[config.mk]
export PLATFORM = sky130hd
export DESIGN_NAME = snes_multi_reader
export DESIGN_NICKNAME = d
export VERILOG_FILES = /design/src/rtl/snes_pkg.sv /design/src/rtl/snes_shift_channel.sv /design/src/rtl/snes_multi_reader.sv
export SDC_FILE = /design/constraint.sdc
export NUM_CORES = 1
export LEC_CHECK = 0
export ABC_AREA = 1
export CAP_MARGIN = 20
export CORE_MARGIN = 5
export CORE_UTILIZATION = 54
export DETAILED_ROUTE_END_ITERATION = 8
export HOLD_SLACK_MARGIN = 0.03
export PLACE_DENSITY = 0.8
export SETUP_SLACK_MARGIN = 0.3
export SLEW_MARGIN = 20
export SYNTH_ARGS = -nofsm -noshare
export SYNTH_HDL_FRONTEND = slang
export SYNTH_HIERARCHICAL = 1
export SYNTH_SLANG_ARGS = --single-unit
[constraint.sdc]
create_clock -name CLOCK -period 2.54 [get_ports CLOCK]
set_input_delay 0.254 -clock CLOCK [delete_from_list [all_inputs] [get_ports CLOCK]]
set_output_delay 0.254 -clock CLOCK [all_outputs]
set_load 0.005 [all_outputs]
[src/rtl/snes_pkg.sv]
// Shared types and constants for the multi-pad SNES/NES controller reader.
package snes_pkg;

  typedef enum logic [2:0] {
    ST_IDLE,
    ST_LATCH,
    ST_WAIT0,
    ST_HIGH,
    ST_LOW,
    ST_DONE
  } state_e;

  localparam int DEF_NUM_CTRL     = 2;
  localparam int DEF_NUM_BITS     = 16;
  localparam int DEF_LATCH_CYCLES = 600;     // 12 us at 50 MHz
  localparam int DEF_HALF_CYCLES  = 300;     // 6 us
  localparam int DEF_POLL_CYCLES  = 833333;  // 60 Hz

  // Button positions within one pad's BUTTONS slice (bit 0 is shifted first).
  localparam int BTN_B      = 0;
  localparam int BTN_Y      = 1;
  localparam int BTN_SELECT = 2;
  localparam int BTN_START  = 3;
  localparam int BTN_UP     = 4;
  localparam int BTN_DOWN   = 5;
  localparam int BTN_LEFT   = 6;
  localparam int BTN_RIGHT  = 7;
  localparam int BTN_A      = 8;
  localparam int BTN_X      = 9;
  localparam int BTN_L      = 10;
  localparam int BTN_R      = 11;

  // Bits needed to hold 0..max_val, never less than one.
  function automatic int cnt_width(input int max_val);
    return (max_val < 1) ? 1 : $clog2(max_val + 1);
  endfunction

endpackage

[src/rtl/snes_shift_channel.sv]
// One pad: DATA synchroniser, frame shift register and the committed
// button / pressed / released registers.
module snes_shift_channel
  import snes_pkg::*;
#(
  parameter int NUM_BITS = DEF_NUM_BITS,
  parameter int IDX_W    = 4
) (
  input  logic                clk,
  input  logic                rst_n,
  input  logic                data_in,
  input  logic                sample_en,
  input  logic [IDX_W-1:0]    bit_idx,
  input  logic                commit,
  output logic [NUM_BITS-1:0] buttons,
  output logic [NUM_BITS-1:0] pressed,
  output logic [NUM_BITS-1:0] released
);

  logic                sync1_q, sync2_q;
  logic [NUM_BITS-1:0] shift_q, shift_d;
  logic [NUM_BITS-1:0] buttons_q, buttons_d;
  logic [NUM_BITS-1:0] pressed_q, pressed_d;
  logic [NUM_BITS-1:0] released_q, released_d;

  always_comb begin
    shift_d    = shift_q;
    buttons_d  = buttons_q;
    pressed_d  = '0;
    released_d = '0;
    // Pad drives low for a pressed button, so invert after synchronising.
    if (sample_en) shift_d[bit_idx] = ~sync2_q;
    if (commit) begin
      buttons_d  = shift_q;
      pressed_d  = shift_q & ~buttons_q;
      released_d = ~shift_q & buttons_q;
    end
  end

  // NOTE: the shift register is reset along with the control flops because
  // the first frame's PRESSED mask is defined against an all-zero history.
  always_ff @(posedge clk or negedge rst_n) begin
    if (!rst_n) begin
      sync1_q    <= 1'b0;
      sync2_q    <= 1'b0;
      shift_q    <= '0;
      buttons_q  <= '0;
      pressed_q  <= '0;
      released_q <= '0;
    end else begin
      // NOTE: non-blocking assignments keep sync1_q -> sync2_q a true
      // two-stage pipeline regardless of statement order.
      sync1_q    <= data_in;
      sync2_q    <= sync1_q;
      shift_q    <= shift_d;
      buttons_q  <= buttons_d;
      pressed_q  <= pressed_d;
      released_q <= released_d;
    end
  end

  assign buttons  = buttons_q;
  assign pressed  = pressed_q;
  assign released = released_q;

endmodule

[src/rtl/snes_multi_reader.sv]
// Polls NUM_CTRL SNES/NES pads over a shared LATCH/PULSE pair and reports
// per-pad button state plus one-cycle press/release event masks.
module snes_multi_reader
  import snes_pkg::*;
#(
  parameter int NUM_CTRL     = DEF_NUM_CTRL,
  parameter int NUM_BITS     = DEF_NUM_BITS,
  parameter int LATCH_CYCLES = DEF_LATCH_CYCLES,
  parameter int HALF_CYCLES  = DEF_HALF_CYCLES,
  parameter int POLL_CYCLES  = DEF_POLL_CYCLES
) (
  input  logic                         CLOCK,
  input  logic                         reset_n,
  input  logic                         ENABLE,
  input  logic                         POLL_NOW,
  input  logic [NUM_CTRL-1:0]          DATA,
  output logic                         LATCH,
  output logic                         PULSE,
  output logic [NUM_CTRL*NUM_BITS-1:0] BUTTONS,
  output logic [NUM_CTRL*NUM_BITS-1:0] PRESSED,
  output logic [NUM_CTRL*NUM_BITS-1:0] RELEASED,
  output logic                         VALID,
  output logic                         BUSY
);

  localparam int TMR_MAX = (LATCH_CYCLES > HALF_CYCLES) ? LATCH_CYCLES - 1 : HALF_CYCLES - 1;
  localparam int TMR_W   = cnt_width(TMR_MAX);
  localparam int POLL_W  = cnt_width(POLL_CYCLES - 1);
  localparam int IDX_W   = cnt_width(NUM_BITS - 1);

  localparam logic [TMR_W-1:0]  LATCH_LAST = TMR_W'(LATCH_CYCLES - 1);
  localparam logic [TMR_W-1:0]  HALF_LAST  = TMR_W'(HALF_CYCLES - 1);
  localparam logic [POLL_W-1:0] POLL_LAST  = POLL_W'(POLL_CYCLES - 1);
  localparam logic [IDX_W-1:0]  BIT_LAST   = IDX_W'(NUM_BITS - 1);

  state_e            state_q, state_d;
  logic [TMR_W-1:0]  tmr_q, tmr_d;
  logic [POLL_W-1:0] poll_q, poll_d;
  logic [IDX_W-1:0]  bit_idx_q, bit_idx_d;
  logic              latch_q, pulse_q, busy_q, valid_q;
  logic              sample_en, commit;

  always_comb begin
    // NOTE: every signal gets a default before the case so no path leaves
    // one unassigned, which would otherwise infer a latch.
    state_d   = state_q;
    tmr_d     = '0;
    bit_idx_d = bit_idx_q;
    poll_d    = (poll_q == POLL_LAST) ? poll_q : poll_q + 1'b1;
    sample_en = 1'b0;
    commit    = 1'b0;

    unique case (state_q)
      ST_IDLE: begin
        // A simultaneous POLL_NOW and expiry still yields a single frame.
        if (POLL_NOW || (ENABLE && poll_q == POLL_LAST)) begin
          state_d   = ST_LATCH;
          bit_idx_d = '0;
          poll_d    = '0;
        end
      end
      ST_LATCH: begin
        if (tmr_q == LATCH_LAST) state_d = ST_WAIT0;
        else                     tmr_d   = tmr_q + 1'b1;
      end
      ST_WAIT0: begin
        if (tmr_q == HALF_LAST) begin
          sample_en = 1'b1;
          bit_idx_d = bit_idx_q + 1'b1;
          state_d   = (NUM_BITS == 1) ? ST_DONE : ST_HIGH;
        end else begin
          tmr_d = tmr_q + 1'b1;
        end
      end
      ST_HIGH: begin
        if (tmr_q == HALF_LAST) state_d = ST_LOW;
        else                    tmr_d   = tmr_q + 1'b1;
      end
      ST_LOW: begin
        if (tmr_q == HALF_LAST) begin
          sample_en = 1'b1;
          if (bit_idx_q == BIT_LAST) begin
            state_d = ST_DONE;
          end else begin
            bit_idx_d = bit_idx_q + 1'b1;
            state_d   = ST_HIGH;
          end
        end else begin
          tmr_d = tmr_q + 1'b1;
        end
      end
      ST_DONE: begin
        commit  = 1'b1;
        state_d = ST_IDLE;
      end
      default: state_d = ST_IDLE;
    endcase
  end

  // Pad-facing strobes are registered from the next state so they are
  // glitch-free and aligned with state_q.
  always_ff @(posedge CLOCK or negedge reset_n) begin
    if (!reset_n) begin
      state_q   <= ST_IDLE;
      tmr_q     <= '0;
      poll_q    <= '0;
      bit_idx_q <= '0;
      latch_q   <= 1'b0;
      pulse_q   <= 1'b0;
      busy_q    <= 1'b0;
      valid_q   <= 1'b0;
    end else begin
      state_q   <= state_d;
      tmr_q     <= tmr_d;
      poll_q    <= poll_d;
      bit_idx_q <= bit_idx_d;
      latch_q   <= (state_d == ST_LATCH);
      pulse_q   <= (state_d == ST_HIGH);
      busy_q    <= (state_d != ST_IDLE);
      valid_q   <= commit;
    end
  end

  for (genvar g = 0; g < NUM_CTRL; g++) begin : g_pad
    snes_shift_channel #(
      .NUM_BITS (NUM_BITS),
      .IDX_W    (IDX_W)
    ) u_channel (
      .clk       (CLOCK),
      .rst_n     (reset_n),
      .data_in   (DATA[g]),
      .sample_en (sample_en),
      .bit_idx   (bit_idx_q),
      .commit    (commit),
      .buttons   (BUTTONS[g*NUM_BITS +: NUM_BITS]),
      .pressed   (PRESSED[g*NUM_BITS +: NUM_BITS]),
      .released  (RELEASED[g*NUM_BITS +: NUM_BITS])
    );
  end

  assign LATCH = latch_q;
  assign PULSE = pulse_q;
  assign BUSY  = busy_q;
  assign VALID = valid_q;

endmodule

Word-level counts from Yosys, hierarchy flattened
Cells that the tools add are included.
- word-level logic and storage cells: 88
- output and inout port bits: 100
- register bits: 173
- equal/unequal tests: 15
- magnitude comparators: 2
- bitwise gates (word level): 10
- multiplexer cells: 29
- reductions and logical operators: 9
- $add $sub $neg: 3
- operators with widths (operator ; number):
    $and A16 B16 Y16 ; 4
    $mux W16 ; 4
    $not A16 Y16 ; 4
    $mux W20 ; 3
    $bwmux W16 ; 2
    $add A20 B1 Y20 const B ; 1
    $eq A20 B20 Y1 const B ; 1
    $mux W10 ; 2
    $pmux W10 S2 ; 1
    $mux W3 ; 6
    $mux W4 ; 4
    $pmux W3 S5 ; 1
    $pmux W4 S3 ; 1
    $add A10 B1 Y10 const B ; 1
    $eq A10 B10 Y1 const B ; 1
    $eq A10 B9 Y1 const B ; 1
    $eq A3 B2 Y1 const B ; 3
    $ne A2 B2 Y1 const B ; 4
    $eq A3 B1 Y1 const B ; 2
    $eq A3 B3 Y1 const B ; 2
    $reduce_bool A3 Y1 ; 2
    $lt A4 B5 Y1 const B ; 1
    $reduce_and A5 Y1 ; 1
    $add A4 B1 Y4 const B ; 1
    10 further kinds ; 15

Logic depth before layout (Yosys ltp)
Gate-level depths: netlist of run 1.
- word-level depth: 6
- depth in mapped cells: 13

By module
The synthesis of run 1 kept the hierarchy.
- modules (own cells, without submodules) (module ; instances ; cells each ; sequential area each (µm²) ; area each (µm²)):
    snes_multi_reader ; 1 ; 323 ; 1026.0 ; 2409.8
    snes_shift_channel (g_pad[1].u_channel) ; 1 ; 236 ; 1651.6 ; 2399.8
    snes_shift_channel (g_pad[0].u_channel) ; 1 ; 231 ; 1651.6 ; 2376.0

Least setup slack after synthesis of run 1
No wires, ideal clock.
- kind: register -> register
- from: reg tmr_q[0]
- to: reg g_pad[0].u_channel.shift_q[2]
- arrival: 1692 ps
- setup slack: 731 ps
- stages on the path, launching flop included: 14
- data required time: 2423 ps
- buffers on the path: 1
- library setup time: 117 ps
- period minus slack after synthesis: 1809 ps
- path through: dfrtp_1 > ha_1 > nand2_1 > inv_1 > nand3_1 > nor2_1 > nand2_1 > inv_1 > buf_4 > nand2_1 > nor2_4 > nand2_1 > nand2_1 > nand2_1
- cells in the longest elaborated chain, start to end: 3
- RTL lines (element ; RTL line ; RTL):
    from (decl) ; snes_multi_reader.sv:37 ; logic [TMR_W-1:0] tmr_q, tmr_d;
    from (signal assigned) ; snes_multi_reader.sv:114 ; tmr_q <= tmr_d;
    $eq A10 B9 Y1 ; snes_multi_reader.sv:67, snes_multi_reader.sv:80 ;
    $mux W1 ; snes_multi_reader.sv:67, snes_multi_reader.sv:80 ;
    $mux W1 ; - ;
    named net sample_en ; snes_multi_reader.sv:41 ; logic sample_en, commit;
    to (signal assigned) ; snes_shift_channel.sv:55 ; shift_q <= shift_d;
    to (decl) ; snes_shift_channel.sv:21 ; logic [NUM_BITS-1:0] shift_q, shift_d;
The timed path passes the listed nets, and every way through them passes these cells.
A chain may end at the register's enable or synchronous reset.

Worst setup path after layout of run 1
Ends and elaborated chain as after synthesis.

==> results.toml, run 1 <==
[route]
route.detailed.drc = 0
wl_per_cell_um = 13.5
wl_um = 14900
drtPass1Iterations = 5
detail-route-antenna-nets = 0
via_count = 5582
via_per_inst = 5.08
drt-initial-drc-count = 455

[place]
portBuffers = 105
place_ws_ns = 0.384
dpl_cell_area_um2 = 8440
dp.cells = 1063
gp_congestion = 0.868
dp_hpwl_um = 10300

[cts]
cts_buffers = 17
clockRootBuffer = "clkbuf_16"
cts_tree = "done"
htreeDepth = 4
clock_path_buffers = 2
cts_num_sinks = 173
clk_latency_ns = 0.43
clk_pin_slew_ns = 0.06

[sta]
setup_slack_ns = 0.502
setup-tns-final_ns = 0
setup_viol = 0
worst_slew_pin_slew_ns = 0.728
max-slew-margin-rel_pct = 51.5
holdWs_ns = 0.305
max_freq_ghz = 0.491
rsz0062_at_grt = "false"
min_period_ns = 2.04
hold_viol = 0
clock_skew_ns = 0.00899
period_share_pct = 80.2
timing.final.max_slew_violations = 0

[power_and_ir_drop]
powerDensity_nw_per_um2 = 666
internal_power_mw = 4.57
power.share.clock_pct = 44.4
swShare_pct = 24.5
net-switching-power_mw = 1.48
leakagePower_nw = 4.27
p_total_mw = 6.05
seq_power_share_pct = 48.7
power_frac_comb_pct = 6.9
vdd_drop_max_mv = 0.489

[floorplan]
die_w_um = 125
ios = 106
initial_core_util_pct = 54.7
core_um2 = 13100
dieArea_um2 = 15700
die_h_um = 125
rows = 42

[worst_setup_path]
crit_required_ns = 2.86
crit_arrival_ns = 2.35
rr_worst_depth = 12
cp_common_cell = "nand2_1"
path_class = "flop to flop"
cp_max_fo = 11
critPathMaxStageDelay_ns = 0.38
critPathSlowestCell = "dfrtp_1"
crit_chain = "ha_1 -> nand2_1 -> inv_1 -> nand3_1 -> nor2_1 -> nand2_1 -> clkinvlp_4 -> nand2_1 -> nor2_4 -> nand2_1 -> nand2_1 -> nand2_1"
crit_path_start_kind = "flop"
worstSetupEndpointType = "flop"

[global_routing]
grt_pass1_wl_um = 25100
grt_max_degree = 78
antenna_found_initial = 0
grt.overflow.total = 0
grt_pass1_vias = 5199
grt_use_total_pct = 19.6

[yosys]
ys_ff_latch = 173
syn_inst = 790
syn-cell-area_um2 = 7190
yosysSeqAreaShare_pct = 60.2
ys_warn_count = 6
yosysUniqueCellTypes = 30
postSynthAreaPerCell_um2 = 9.10
syn_nets = 800

[finish]
area.growth.synth_to_final_pct = 26.5
final_cell_mix = "183 x nand2_1, 173 x dfrtp_1, 104 x clkdlybuf4s50_1"
fin_util_pct = 69.2
diodes = 0
layout.nets = 920
postLayoutCellArea_um2 = 9090
drive_gt1_share_pct = 8.13
fillerInstances = 1014
stdcell_count = 1099
layout_commonest_cell = "nand2_1"

[flow_run]
drv_cap = 0

[outcome]
status = "completed"

[min_path]
hp-class = "primary input to flop"
min_delay_path_depth = 1
worst max-delay path: cells and delay by family, from the launching register on:
family	cells	cell delay, ns
flip-flops	1	0.38
buffers and inverters	2	0.27
AND/OR/NAND/NOR	9	1.07
adder cells (fa/ha/maj)	1	0.20
final cells by class:
| class | instances | area, um2 | area share [%] |
|---|---|---|---|
| sequential | 173 | 4330 | 47.6 |
| clock buffer | 18 | 429 | 4.72 |
| tap | 176 | 220 | 2.42 |
| clock inverter | 14 | 180 | 1.98 |
| inverter | 90 | 344 | 3.79 |
| multi-input combinational | 513 | 2440 | 26.9 |
| timing repair buffer | 115 | 1140 | 12.6 |
flip-flops by register name, summed over array words and instances (netlist names), 2 cells and up:
signal                    flops
g_pad.u_channel/pressed      32
g_pad.u_channel/sync2_q       2
g_pad.u_channel/sync1_q       2
g_pad.u_channel/released     32
g_pad.u_channel/buttons      32
g_pad.u_channel/shift_q      32
tmr_q                        10
poll_q                       20
state_q                       3
bit_idx_q                     4
cell usage after synthesis, drive strengths merged:
library cell	n	area [um2]
dfrtp	173	4330
nand3	64	345
a21oi	15	82.6
clkbuf	2	7.51
buf	12	71.3
nand4	17	106
a21boi	1	7.51
inv	89	337
o21bai	2	15.0
nor2	112	470
o21ai	43	215
ha	4	50.1
nor3	41	210
o21a	1	7.51
xor2	14	123
clkinv	1	3.75
nand2	191	742
and3	3	18.8
xnor2	5	43.8
worst paths after layout:
kind / endpoint / slack [ns] / start
min reg2reg: g_pad[1].u_channel/sync2_q / 0.35 / g_pad[1].u_channel/sync1_q
max: g_pad[0].u_channel/shift_q[2] / 0.50 / tmr_q[0]
max reg2reg: g_pad[0].u_channel/shift_q[2] / 0.50 / tmr_q[0]
min: g_pad[0].u_channel/sync1_q / 0.30 / DATA[0]
min in group asynchronous: tmr_q[8] / 0.38 / reset_n
max in group asynchronous: bit_idx_q[1] / 1.31 / reset_n
layer usage:
| layer | GRT usage (%) | vias up | share of wire [%] |
|---|---|---|---|
| met3 | 4.31 | 25 | 5.0 |
| li1 | - | 2752 | - |
| met1 | 27.0 | 2637 | 46 |
| met2 | 30.8 | 168 | 47 |
| met4 | 7.27 | 0 | 1.9 |
| met5 | 0 | - | 0 |
power groups by stage:
| stage | logic (mW) | registers, mW | clock network, mW |
|---|---|---|---|
| 4_1_cts | 0.423 | 2.95 | 2.71 |
| 3_3_place_gp | 0.406 | 2.99 | 0 |
| 3_5_place_dp | 0.413 | 3.00 | 0 |
| 5_1_grt | 0.490 | 2.96 | 2.84 |
| 2_1_floorplan | 0.310 | 2.97 | 0 |
| 6_report | 0.417 | 2.95 | 2.69 |
what timing repair did:
action | CTS | global route
buffers inserted | 0 | 3
hold endpoints to repair | 74 | 0
setup endpoints to repair | 0 | 28
resized for setup | 0 | 1
hold buffers | 1 | 0
logic make-up after synthesis:
family                     share of synthesized area, %
DFF                                                60.2
buffers and inverters                              5.83
and+or+nand+nor                                    26.3
adders and majority gates                         0.697
xor gates and xnor gates                           2.32
AOI/OAI and AO/OA                                  4.56
(Power assumes the default switching activity.)
==> run 2, diff against run 1 <==
- clock period: 2.54 -> 2.1 ns (I/O delays scaled with it)
==> results.toml, run 2 (same netlist as run 1, synthesis figures left out) <==
[outcome]
status = "completed"

[route]
via_count = 5613
via_per_inst = 5.06
drtPass1Iterations = 4
drt-initial-drc-count = 370
wl_per_cell_um = 13.2
wl_um = 14700
route.detailed.drc = 0
detail-route-antenna-nets = 0

[cts]
clockRootBuffer = "clkbuf_16"
cts_num_sinks = 173
clk_latency_ns = 0.43
cts_tree = "done"
clk_pin_slew_ns = 0.06
htreeDepth = 4
clock_path_buffers = 2
cts_buffers = 17

[sta]
max-slew-margin-rel_pct = 62.4
worst_slew_pin_slew_ns = 0.562
setup_slack_ns = 0.331
min_period_ns = 1.77
rsz0062_at_grt = "false"
setup_viol = 0
timing.final.max_slew_violations = 0
hold_viol = 0
holdWs_ns = 0.244
period_share_pct = 84.2
max_freq_ghz = 0.565
setup-tns-final_ns = 0
clock_skew_ns = 0.00938

[finish]
drive_gt1_share_pct = 10.3
fillerInstances = 985
layout_commonest_cell = "nand2_1"
multi_input_area_um2 = 2480
area.growth.synth_to_final_pct = 27.4
diodes = 0
layout.nets = 930
final_cell_mix = "180 x nand2_1, 173 x dfrtp_1, 104 x clkdlybuf4s50_1"
regArea_um2 = 4330
postLayoutCellArea_um2 = 9150

[power_and_ir_drop]
swShare_pct = 25.4
net-switching-power_mw = 1.77
seq_power_share_pct = 51.4
vdd_drop_max_mv = 0.534
internal_power_mw = 5.18
leakagePower_nw = 4.30
power_frac_comb_pct = 7.6
powerDensity_nw_per_um2 = 759
p_total_mw = 6.95
power.share.clock_pct = 41.0

[place]
portBuffers = 105
place_ws_ns = 0.155
gp_congestion = 0.836
dp_hpwl_um = 10300
dpl_cell_area_um2 = 8490

[worst_setup_path]
cp.depth = 13
worstSetupEndpointType = "flop"
crit_path_start_kind = "flop"
path_class = "flop to flop"
cp_num_buf_inv = 5
cp_max_fo = 5
crit_chain = "ha_2 -> nand2_1 -> inv_2 -> nand3_2 -> nor2_4 -> nand2_4 -> inv_4 -> buf_4 -> buf_4 -> buf_4 -> nand3_1 -> nand2_1 -> nand2_1"
crit_required_ns = 2.41
critPathMaxStageDelay_ns = 0.38
critPathSlowestCell = "dfrtp_1"
crit_family = "simple AND/OR/NAND/NOR gates"
crit_arrival_ns = 2.08
rr_worst_depth = 13

[floorplan]
dieArea_um2 = 15700
rows = 42
ios = 106
core_um2 = 13100
die_h_um = 125
die_w_um = 125
initial_core_util_pct = 54.7

[min_path]
hp-class = "primary input to flop"
min_delay_path_depth = 1

[global_routing]
grt_pass1_wl_um = 24700
grt_pass1_vias = 5240
antenna_found_initial = 0
grt_use_total_pct = 19.2
grt_max_degree = 53
grt.overflow.total = 0

[flow_run]
drv_cap = 0
## run 2: path summary, 6_finish.rpt
kind                                             from                        endpoint  slack [ns]
hold reg to reg            g_pad[0].u_channel/sync1_q      g_pad[0].u_channel/sync2_q        0.36
min in group asynchronous                     reset_n                        tmr_q[5]        0.30
max in group asynchronous                     reset_n  g_pad[0].u_channel/released[0]        1.08
hold / removal                                DATA[1]      g_pad[1].u_channel/sync1_q        0.24
setup / recovery                             tmr_q[0]  g_pad[0].u_channel/shift_q[12]        0.33
setup reg to reg                             tmr_q[0]  g_pad[0].u_channel/shift_q[12]        0.33
## run 2: power by group through the flow
stage	logic [mW]	registers [mW]	clock network (mW)
after floorplan	0.375	3.59	0
after global placement	0.497	3.63	0
after detailed placement	0.504	3.63	0
after CTS	0.507	3.57	2.92
after global routing	0.629	3.58	3.05
final	0.530	3.57	2.85
## run 2: cell type report
cell class | instances | area share (%)
Tap cell | 176 | 2.41
Inverter | 90 | 3.75
Sequential cell | 173 | 47.3
Clock inverter | 14 | 1.20
Clock buffer | 18 | 4.69
Timing Repair inverter | 1 | 0.0820
Timing Repair Buffer | 124 | 13.5
Multi-Input combinational cell | 513 | 27.1
## run 2: through the flow
stage	util [%]	instances
4_1_cts	69.0	1102
5_1_grt	69.7	1109
6_report	69.7	1109
3_3_place_gp	64.6	1066
2_1_floorplan	-	790
3_5_place_dp	64.6	1066
## run 2: repair_timing
item | in CTS | in global routing
cloned | 0 | 1
resized for setup | 2 | 13
hold buffers | 1 | 0
pin swaps | 0 | 5
hold endpoints to repair | 48 | 0
endpoints found under the setup margin | 28 | 31
setup buffers | 3 | 6
## run 2: layer usage
| metal | global-route usage [%] | vias to the layer above | share of wire (%) |
|---|---|---|---|
| met5 | 0 | - | 0 |
| met4 | 7.33 | 0 | 1.7 |
| met3 | 4.39 | 21 | 4.5 |
| met2 | 30.4 | 124 | 48 |
| met1 | 26.2 | 2687 | 45 |
| li1 | - | 2781 | - |
